### src/rtl/inst_encoder.sv
// inst_encoder: sequential MIPS instruction encoder and program loader.
// Accepts decoded instruction records over valid/ready, packs each into a
// 32-bit machine word and writes it to consecutive instruction-memory words.
// Loading stops on HLT (DONE) or when the last memory word has been used (FULL).
// Optional build macro: ENC_FIELD_CHECK_EN. When it is defined, non-canonical
// records are written as 32'h0 and raise err. When it is undefined, the
// offending fields are silently dropped.
module inst_encoder #(
  parameter int          ADDR_W    = 10,
  parameter int unsigned BASE_ADDR = 0
) (
  input  logic              clk,
  input  logic              rst_n,
  input  logic              start,
  input  logic              in_valid,
  output logic              in_ready,
  input  logic [5:0]        in_inst,
  input  logic [4:0]        in_rs,
  input  logic [4:0]        in_rt,
  input  logic [4:0]        in_rd,
  input  logic [4:0]        in_shamt,
  input  logic [15:0]       in_imm,
  input  logic [25:0]       in_target,
  output logic              mem_we,
  output logic [ADDR_W-1:0] mem_addr,
  output logic [31:0]       mem_wdata,
  output logic [ADDR_W:0]   count,
  output logic              done,
  output logic              err
);

  // Shared operation codes of the decoded instruction record
  localparam logic [5:0] INST_NOP   = 6'd0;
  localparam logic [5:0] INST_ADDU  = 6'd1;
  localparam logic [5:0] INST_SUBU  = 6'd2;
  localparam logic [5:0] INST_SLT   = 6'd3;
  localparam logic [5:0] INST_JR    = 6'd4;
  localparam logic [5:0] INST_ORI   = 6'd5;
  localparam logic [5:0] INST_LW    = 6'd6;
  localparam logic [5:0] INST_SW    = 6'd7;
  localparam logic [5:0] INST_BEQ   = 6'd8;
  localparam logic [5:0] INST_ADDI  = 6'd9;
  localparam logic [5:0] INST_ADDIU = 6'd10;
  localparam logic [5:0] INST_LUI   = 6'd11;
  localparam logic [5:0] INST_J     = 6'd12;
  localparam logic [5:0] INST_JAL   = 6'd13;
  localparam logic [5:0] INST_HLT   = 6'd14;

  // MIPS primary opcodes and SPECIAL function codes
  localparam logic [5:0] OPCODE_SPECIAL = 6'h00;
  localparam logic [5:0] OPCODE_J       = 6'h02;
  localparam logic [5:0] OPCODE_JAL     = 6'h03;
  localparam logic [5:0] OPCODE_BEQ     = 6'h04;
  localparam logic [5:0] OPCODE_ADDI    = 6'h08;
  localparam logic [5:0] OPCODE_ADDIU   = 6'h09;
  localparam logic [5:0] OPCODE_ORI     = 6'h0D;
  localparam logic [5:0] OPCODE_LUI     = 6'h0F;
  localparam logic [5:0] OPCODE_LW      = 6'h23;
  localparam logic [5:0] OPCODE_SW      = 6'h2B;
  localparam logic [5:0] OPCODE_HLT     = 6'h3F;
  localparam logic [5:0] FUNCT_JR       = 6'h08;
  localparam logic [5:0] FUNCT_ADDU     = 6'h21;
  localparam logic [5:0] FUNCT_SUBU     = 6'h23;
  localparam logic [5:0] FUNCT_SLT      = 6'h2A;

  // Loader states
  localparam logic [1:0] S_IDLE = 2'd0;
  localparam logic [1:0] S_RUN  = 2'd1;
  localparam logic [1:0] S_DONE = 2'd2;
  localparam logic [1:0] S_FULL = 2'd3;

  localparam logic [ADDR_W-1:0] L_BASE     = BASE_ADDR[ADDR_W-1:0];
  localparam logic [ADDR_W-1:0] L_LAST     = {ADDR_W{1'b1}};
  localparam logic [ADDR_W-1:0] L_ADDR_ONE = {{(ADDR_W-1){1'b0}}, 1'b1};
  localparam logic [ADDR_W:0]   L_CNT_ONE  = {{ADDR_W{1'b0}}, 1'b1};

`ifdef ENC_FIELD_CHECK_EN
  localparam logic L_CHECK_EN = 1'b1;
`else
  localparam logic L_CHECK_EN = 1'b0;
`endif

  // Pack a record into its machine word; fields outside the format are dropped
  function automatic logic [31:0] f_encode(
    input logic [5:0]  inst,
    input logic [4:0]  rs,
    input logic [4:0]  rt,
    input logic [4:0]  rd,
    input logic [15:0] imm,
    input logic [25:0] tgt
  );
    logic [31:0] w;
    w = 32'h0;
    case (inst)
      INST_ADDU:  w = {OPCODE_SPECIAL, rs, rt, rd, 5'b0, FUNCT_ADDU};
      INST_SUBU:  w = {OPCODE_SPECIAL, rs, rt, rd, 5'b0, FUNCT_SUBU};
      INST_SLT:   w = {OPCODE_SPECIAL, rs, rt, rd, 5'b0, FUNCT_SLT};
      INST_JR:    w = {OPCODE_SPECIAL, rs, 15'b0, FUNCT_JR};
      INST_ORI:   w = {OPCODE_ORI, rs, rt, imm};
      INST_LW:    w = {OPCODE_LW, rs, rt, imm};
      INST_SW:    w = {OPCODE_SW, rs, rt, imm};
      INST_BEQ:   w = {OPCODE_BEQ, rs, rt, imm};
      INST_ADDI:  w = {OPCODE_ADDI, rs, rt, imm};
      INST_ADDIU: w = {OPCODE_ADDIU, rs, rt, imm};
      INST_LUI:   w = {OPCODE_LUI, 5'b0, rt, imm};
      INST_J:     w = {OPCODE_J, tgt};
      INST_JAL:   w = {OPCODE_JAL, tgt};
      INST_HLT:   w = {OPCODE_HLT, 26'b0};
      INST_NOP:   w = 32'h0;
      default:    w = 32'h0;
    endcase
    return w;
  endfunction

  // True when the operation code is not one the encoder knows
  function automatic logic f_unknown(input logic [5:0] inst);
    return (inst > INST_HLT);
  endfunction

  // True when a record carries field bits its format has no room for
  function automatic logic f_noncanon(
    input logic [5:0] inst,
    input logic [4:0] rs,
    input logic [4:0] rt,
    input logic [4:0] rd,
    input logic [4:0] shamt
  );
    logic bad;
    bad = 1'b0;
    case (inst)
      INST_ADDU, INST_SUBU, INST_SLT: bad = (shamt != 5'd0);
      INST_JR:                        bad = (rt != 5'd0) || (rd != 5'd0);
      INST_LUI:                       bad = (rs != 5'd0);
      default:                        bad = 1'b0;
    endcase
    return bad;
  endfunction

  logic [1:0]        r_state;
  logic [ADDR_W-1:0] r_next_addr;
  logic [ADDR_W-1:0] r_mem_addr;
  logic [31:0]       r_mem_wdata;
  logic              r_mem_we;
  logic [ADDR_W:0]   r_count;
  logic              r_done;
  logic              r_err;

  logic        w_accept;
  logic        w_is_hlt;
  logic        w_last;
  logic        w_reject;
  logic        w_rec_err;
  logic [31:0] w_word;

  assign w_accept  = in_valid && (r_state == S_RUN);
  assign w_is_hlt  = (in_inst == INST_HLT);
  assign w_last    = (r_next_addr == L_LAST);
  assign w_reject  = L_CHECK_EN && f_noncanon(in_inst, in_rs, in_rt, in_rd, in_shamt);
  assign w_rec_err = f_unknown(in_inst) || w_reject;
  assign w_word    = w_reject ? 32'h0
                              : f_encode(in_inst, in_rs, in_rt, in_rd, in_imm, in_target);

  // Sequencer: reset, restart on start, and one memory write per accepted record
  always_ff @(posedge clk) begin
    if (!rst_n) begin
      r_state     <= S_IDLE;
      r_next_addr <= L_BASE;
      r_mem_addr  <= L_BASE;
      r_mem_wdata <= 32'h0;
      r_mem_we    <= 1'b0;
      r_count     <= '0;
      r_done      <= 1'b0;
      r_err       <= 1'b0;
    end else if (start) begin
      // a record offered alongside start is dropped on purpose
      r_state     <= S_RUN;
      r_next_addr <= L_BASE;
      r_mem_addr  <= L_BASE;
      r_mem_we    <= 1'b0;
      r_count     <= '0;
      r_done      <= 1'b0;
      r_err       <= 1'b0;
    end else if (w_accept) begin
      r_mem_we    <= 1'b1;
      r_mem_addr  <= r_next_addr;
      r_mem_wdata <= w_word;
      r_next_addr <= r_next_addr + L_ADDR_ONE;
      r_count     <= r_count + L_CNT_ONE;
      if (w_is_hlt) begin
        r_state <= S_DONE;
        r_done  <= 1'b1;
        r_err   <= r_err | w_rec_err;
      end else if (w_last) begin
        // the last word is used by a non-HLT record: stop before any wrap
        r_state <= S_FULL;
        r_err   <= 1'b1;
      end else begin
        r_err   <= r_err | w_rec_err;
      end
    end else begin
      r_mem_we <= 1'b0;
    end
  end

  assign in_ready  = (r_state == S_RUN);
  assign mem_we    = r_mem_we;
  assign mem_addr  = r_mem_addr;
  assign mem_wdata = r_mem_wdata;
  assign count     = r_count;
  assign done      = r_done;
  assign err       = r_err;

endmodule
### config.mk
export PLATFORM = sky130hd
export DESIGN_NAME = inst_encoder
export DESIGN_NICKNAME = d
export VERILOG_FILES = /design/src/rtl/inst_encoder.sv
export SDC_FILE = /design/constraint.sdc
export NUM_CORES = 1
export LEC_CHECK = 0
export CORE_ASPECT_RATIO = 0.7
export CORE_UTILIZATION = 25
export DETAILED_ROUTE_END_ITERATION = 10
export GPL_ROUTABILITY_DRIVEN = 1
export PLACE_DENSITY = 0.52
export SETUP_SLACK_MARGIN = 0.5
export SLEW_MARGIN = 10
export SYNTH_ARGS = -nofsm -noshare
export SYNTH_HDL_FRONTEND = slang
export SYNTH_SLANG_ARGS = --single-unit
### constraint.sdc
create_clock -name clk -period 1.8 [get_ports clk]
set_input_delay 0.27 -clock clk [delete_from_list [all_inputs] [get_ports clk]]
set_output_delay 0.27 -clock clk [all_outputs]
set_load 0.03 [all_outputs]
### After elaboration in Yosys (flattened, before gate mapping)

Cells that the tools add are included.

| word-level totals | value |
|---|---|
| register bits | 68 |
| output and inout port bits | 57 |

| cells by class | value |
|---|---|
| order comparisons | 1 |
| bitwise logic cells | 3 |
| eq/ne operators | 16 |
| reductions and logical operators | 9 |
| $add $sub $neg | 2 |
| multiplexer cells | 8 |

Operators with widths:

| kind | count |
|---|---|
| one-hot mux 32 bit (14 select lines) | 1 |
| == test 6 x 4 -> 1 bit, second input constant | 7 |
| == test 6 x 3 -> 1 bit, second input constant | 4 |
| == test 6 x 2 -> 1 bit, second input constant | 2 |
| adder 11 x 1 -> 11 bit, second input constant | 1 |
| adder 10 x 1 -> 10 bit, second input constant | 1 |
| == test 10 bit, second input constant | 1 |
| AND reduction 2 bit | 4 |
| == test 6 x 1 -> 1 bit, second input constant | 1 |
| greater-than comparator 6 x 4 -> 1 bit, second input constant | 1 |
| two-way mux 1 bit | 5 |
| two-way mux 2 bit | 2 |
| nonzero test 2 bit | 2 |
| nonzero test 3 bit | 1 |
| == test 2 x 1 -> 1 bit, second input constant | 1 |
| NOT 1 bit | 2 |
| OR reduction 2 bit | 1 |
| logical AND 1 bit | 1 |
| bitwise OR 1 bit | 1 |

### Longest topological paths before layout

| logic depth | value |
|---|---|
| word-level depth | 5 |
| mapped depth | 7 |
| depth with buffers taken out | 5 |

### Least setup slack after synthesis

No wires, ideal clock.

| timing | value |
|---|---|
| path type | reg-to-reg |
| start | register r_state[0] |
| end | register r_mem_wdata[18], in the netlist mem_wdata[18] |
| data required time | 1.732 ns |
| arrival time | 1.673 ns |
| slack | 0.060 ns |
| clock period less this slack | 1.740 ns |
| cell stages (with the launch flop) | 8 |
| cell sequence | dfxtp_1 -> nor2b_1 -> nand2_1 -> nor2_2 -> nand3b_4 -> buf_8 -> buf_12 -> o21ai_2 |

| between the ends | value |
|---|---|
| cells in the longest elaborated chain, start to end | 3 |

RTL lines:

| what | line | RTL |
|---|---|---|
| from (decl) | 139 | `logic [1:0] r_state;` |
| from (signal assigned) | 166 | `r_state <= S_IDLE;` |
| from (signal assigned) | 176 | `r_state <= S_RUN;` |
| from (signal assigned) | 190 | `r_state <= S_DONE;` |
| == test 2 x 1 -> 1 bit | - |  |
| net in_ready | 16 | `output logic in_ready,` |
| logical AND 1 bit | 155 | `assign w_accept = in_valid && (r_state == S_RUN);` |
| AND reduction 2 bit (no source line) | - |  |
| to (signal assigned) | 186 | `r_mem_wdata <= w_word;` |
| to (decl) | 142 | `logic [31:0] r_mem_wdata;` |

The timed path passes the listed nets, and every way through them passes these cells.
A chain may end at the register's enable or synchronous reset.

### Worst setup path in the final report

| timing | value |
|---|---|
| start | register r_state[1] |
| end | register r_next_addr[8] |

| between the ends | value |
|---|---|
| cells in the longest elaborated chain, start to end | 2 |

RTL lines:

| what | line | RTL |
|---|---|---|
| == test 2 x 1 -> 1 bit | 155 |  |
| logical AND 1 bit | 155 |  |
| to (signal assigned) | 187 | `r_next_addr <= r_next_addr + L_ADDR_ONE;` |
| to (decl) | 140 | `logic [ADDR_W-1:0] r_next_addr;` |

Every way passes these cells.

==> summary by stage <==
Outcome
The flow ran to the end, and the final reports show no timing, DRC or antenna violations.

Logic synthesis
After synthesis the cells add up to 3070 um2. The number of nets in the synthesized netlist is 431. The total of warnings raised by yosys is 0. For this run, the register share of the synthesized area comes to 44.3%.

Yosys instantiated no cell more often than sky130_fd_sc_hd__dfxtp_1. The async set-or-reset flop fraction in the synthesized netlist is 0%. A synthesized cell averages 8.61 um2.

The leading register cell type out of synthesis is sky130_fd_sc_hd__dfxtp_1. The number of enable-type register cells in the synthesized netlist is 0. In the post-synthesis netlist, the biggest area contributors are sky130_fd_sc_hd__dfxtp_1, sky130_fd_sc_hd__nand2_1, sky130_fd_sc_hd__a22oi_1. The commonest cells after synthesis are sky130_fd_sc_hd__dfxtp_1, sky130_fd_sc_hd__nand2_1, sky130_fd_sc_hd__nor2_1. The synthesized netlist contains 51 unique library cells. Counting every instance in the synthesized netlist gives 357. The post-synthesis register bit count is 68. The leading area contributor after synthesis is sky130_fd_sc_hd__dfxtp_1.

Of the post-synthesis cell area, the dominant cell type holds 44.3%.

Timing
The number of failing hold endpoints at the final stage was 0. Setup violations remaining at the end of the flow were counted as 0. Counting I/O delays and the setup requirement, the final critical path takes 1.47 ns. The max-slew violation total from the final report is 0. For the pin with the worst max-slew slack, the measured transition is 0.359 ns. The worst pin sits at a relative slew slack of 75.7%.

Setup repair after global routing could not meet its margin everywhere. The worst clock skew is 0.00537 ns. The achievable clock frequency is 681 MHz.

The setup TNS is 0 ns. The final critical-path share of the clock period is 81.6%.

Global route
The total routing resource utilization after global routing is 16.4%. The initial antenna violation count is 0. The number of global-route vias before repair came to 3082. The largest net degree at the start of global routing is 35.

The first global-routing pass estimated 16.1 mm of wire. Summed over all layers, the global routing overflow is 0.

Final layout
In the final layout, the share of cells above drive strength 1 is 39.6%. The relative area change from synthesis to final layout is 77.6%. At the end of the flow the core is filled with cells to 46.1%.

The layout has 1144 filler cells. The multi-input combinational cells in the finished layout cover a total of 1800 um2. The area of all sequential standard cells is 1370 um2.

At the end of the flow, the number of nets in the layout was 600. The count of antenna diodes in the layout is 0. The number of standard cells in the final layout excluding fillers is 687.

Setup path
In this run the worst path has a maximum fanout of 7. STA classifies the critical path endpoint as a flip-flop. The critical path goes through and3b_2, buf_4, nand3_4, or3_1, a21oi_1. On the critical path, the stage with the largest delay is an instance of sky130_fd_sc_hd__or3_1.

The family with the most delay on the worst path is simple AND/OR/NAND/NOR gates. For the worst setup path, the data arrival time is 1.72 ns. For the worst setup path, the data required time is 2.05 ns. The start-to-end type of the worst setup path is reg -> reg.

The type of origin of the critical path is a flip-flop. Counting both buffers and inverters, the worst setup path holds a total of 1. On the worst path, the slowest cell contributes a delay of 0.36 ns.

Place
The placer's final routability congestion estimate is 0.886. After legalization and detailed placement, the total HPWL measured 7.04 mm. The number of buffer cells added on primary ports is 123. The cell count after placement is 651.

Routing
The detailed router finished its first iteration with 131 violations. In the final routed layout, each cell accounts on average for 14.8 um. The detailed-route vias per instance is 4.56. After detailed routing, the number of remaining DRC violations is 0. The count of antenna-violating nets left after detailed routing is 0.

The routed layout has 3131 vias. The routed design has 10.2 mm of wire. The detailed-routing iteration count for the pre-antenna-repair pass is 5.

Floorplan
The width of the die is 135 um. The die covers 12700 um2. The number of placement rows is 33. In this run the count of I/O pins placed on the die edge is 129. The chip height is 94.8 um. The placeable core area is 11900 um2. The initial utilization of the core area, before any placement, comes to 25.9%.

Clock network
The tree built by TritonCTS fans out to 68 sinks. The total number of H-tree levels is 3. Clock tree synthesis inserted a total of 9 buffers.

The root buffer cell chosen for the clock tree is sky130_fd_sc_hd__clkbuf_16. Hold repair after CTS inserted 0 buffers. Clock latency on the worst-skew pair, taken at its later pin, is 0.32 ns. The clock passes through at most 2 buffers.

The clock transition at the registers of the reported paths is 0.06 ns. TritonCTS built the clock tree.

Pwr
The worst voltage drop across the vdd grid is 0.000412 V. The static leakage is 0.00200 uW. The areal power density over the cells is 676 nW/um2.

Hold path
The classification of the worst-slack hold path is reg -> reg.

Job
The max-capacitance violation count is 0.
[metal layers]
layer | vias up | track usage (%) | wire length [um]
li1 | 1592 | - | -
met1 | 1432 | 22.7 | 5000
met2 | 97 | 24.9 | 4370
met3 | 10 | 3.97 | 685
met4 | 0 | 5.43 | 119
met5 | - | 0 | 0
[layout make-up]
class | count | share of cell area [%]
Inverter | 5 | 0.344
Multi-Input combinational cell | 264 | 33.0
Clock buffer | 10 | 4.20
Timing Repair Buffer | 178 | 32.7
Clock inverter | 5 | 0.986
Tap cell | 157 | 3.60
Sequential cell | 68 | 25.2
[power by group]
part / total (uW) / internal, uW / switching, uW
sequential: 1520 / 1510 / 4.96
clock: 1700 / 1060 / 640
combinational: 473 / 267 / 207
[cell families (layout without fill, tap and decap cells)]
group                      after synthesis  in the layout  share of synthesized area, %
AOI/OAI and AO/OA                       95             95                          20.0
xor gates and xnor gates                15             15                          4.28
DFF                                     68             68                          44.3
buffers and inverters                   28            198                          6.27
muxes                                    2              2                         0.692
and+or+nand+nor                        147            150                          23.7
adders and majority gates                2              2                         0.814
[through the flow]
stage / setup WS, ns / cell area, um2 / total power [uW] / hold WS (ns)
after floorplan: 0.410 / 3190 / 1730 / 0.388
after global placement: -0.281 / 4740 / 1960 / 0.434
final: 0.332 / 5460 / 3690 / 0.442
after global routing: 0.261 / 5460 / 3840 / 0.460
after CTS: 0.348 / 5340 / 3740 / 0.445
after detailed placement: -0.361 / 4740 / 1960 / 0.442
[cell usage in the layout (no fill, tap or decap), types with 8 or more instances in the layout]
| master | netlist | routed |
|---|---|---|
| sky130_fd_sc_hd__nand2_2 | 1 | 11 |
| sky130_fd_sc_hd__buf_6 | 5 | 8 |
| sky130_fd_sc_hd__a22oi_2 | 0 | 10 |
| sky130_fd_sc_hd__o21ai_1 | 8 | 13 |
| sky130_fd_sc_hd__clkdlybuf4s50_1 | 0 | 59 |
| sky130_fd_sc_hd__buf_12 | 1 | 8 |
| sky130_fd_sc_hd__o21ai_2 | 10 | 16 |
| sky130_fd_sc_hd__dfxtp_1 | 68 | 58 |
| sky130_fd_sc_hd__buf_4 | 4 | 37 |
| sky130_fd_sc_hd__clkdlybuf4s15_2 | 0 | 44 |
| sky130_fd_sc_hd__nand2_1 | 65 | 53 |
| sky130_fd_sc_hd__buf_2 | 6 | 10 |
| sky130_fd_sc_hd__nor2_1 | 29 | 27 |
| sky130_fd_sc_hd__a21oi_1 | 27 | 26 |
| sky130_fd_sc_hd__xor2_1 | 8 | 8 |
| sky130_fd_sc_hd__dfxtp_2 | 0 | 10 |
| sky130_fd_sc_hd__clkbuf_16 | 0 | 9 |
| sky130_fd_sc_hd__a22oi_1 | 19 | 9 |
[what timing repair did]
item | CTS | global route
pin swaps | 26 | 25
buffers inserted | 9 | 8
gates resized for setup | 235 | 45
gates cloned | 4 | 0
setup endpoints to repair | 108 | 57
[state kept, by name, summed over array words and instances (netlist names)]
register     flops
mem_addr        10
r_next_addr     10
done             1
r_state          2
mem_we           1
err              1
count           11
mem_wdata       32
[path summary, 6_finish.rpt]
path | endpoint | cells past startpoint | from | slack [ns]
max | r_next_addr[8] | 5 | r_state[1] | 0.33
min | mem_wdata[2] | 2 | mem_wdata[2] | 0.44
max reg2reg | r_next_addr[8] | 5 | r_state[1] | 0.33
min reg2reg | mem_wdata[2] | 2 | mem_wdata[2] | 0.44
[tightest hold or removal path, stage by stage (launching register included)]
cell and delay [ns]:
sky130_fd_sc_hd__dfxtp_1 0.30, sky130_fd_sc_hd__nand2_1 0.05, sky130_fd_sc_hd__o21ai_1 0.05
No activity file was read; power rests on OpenSTA's default activity.
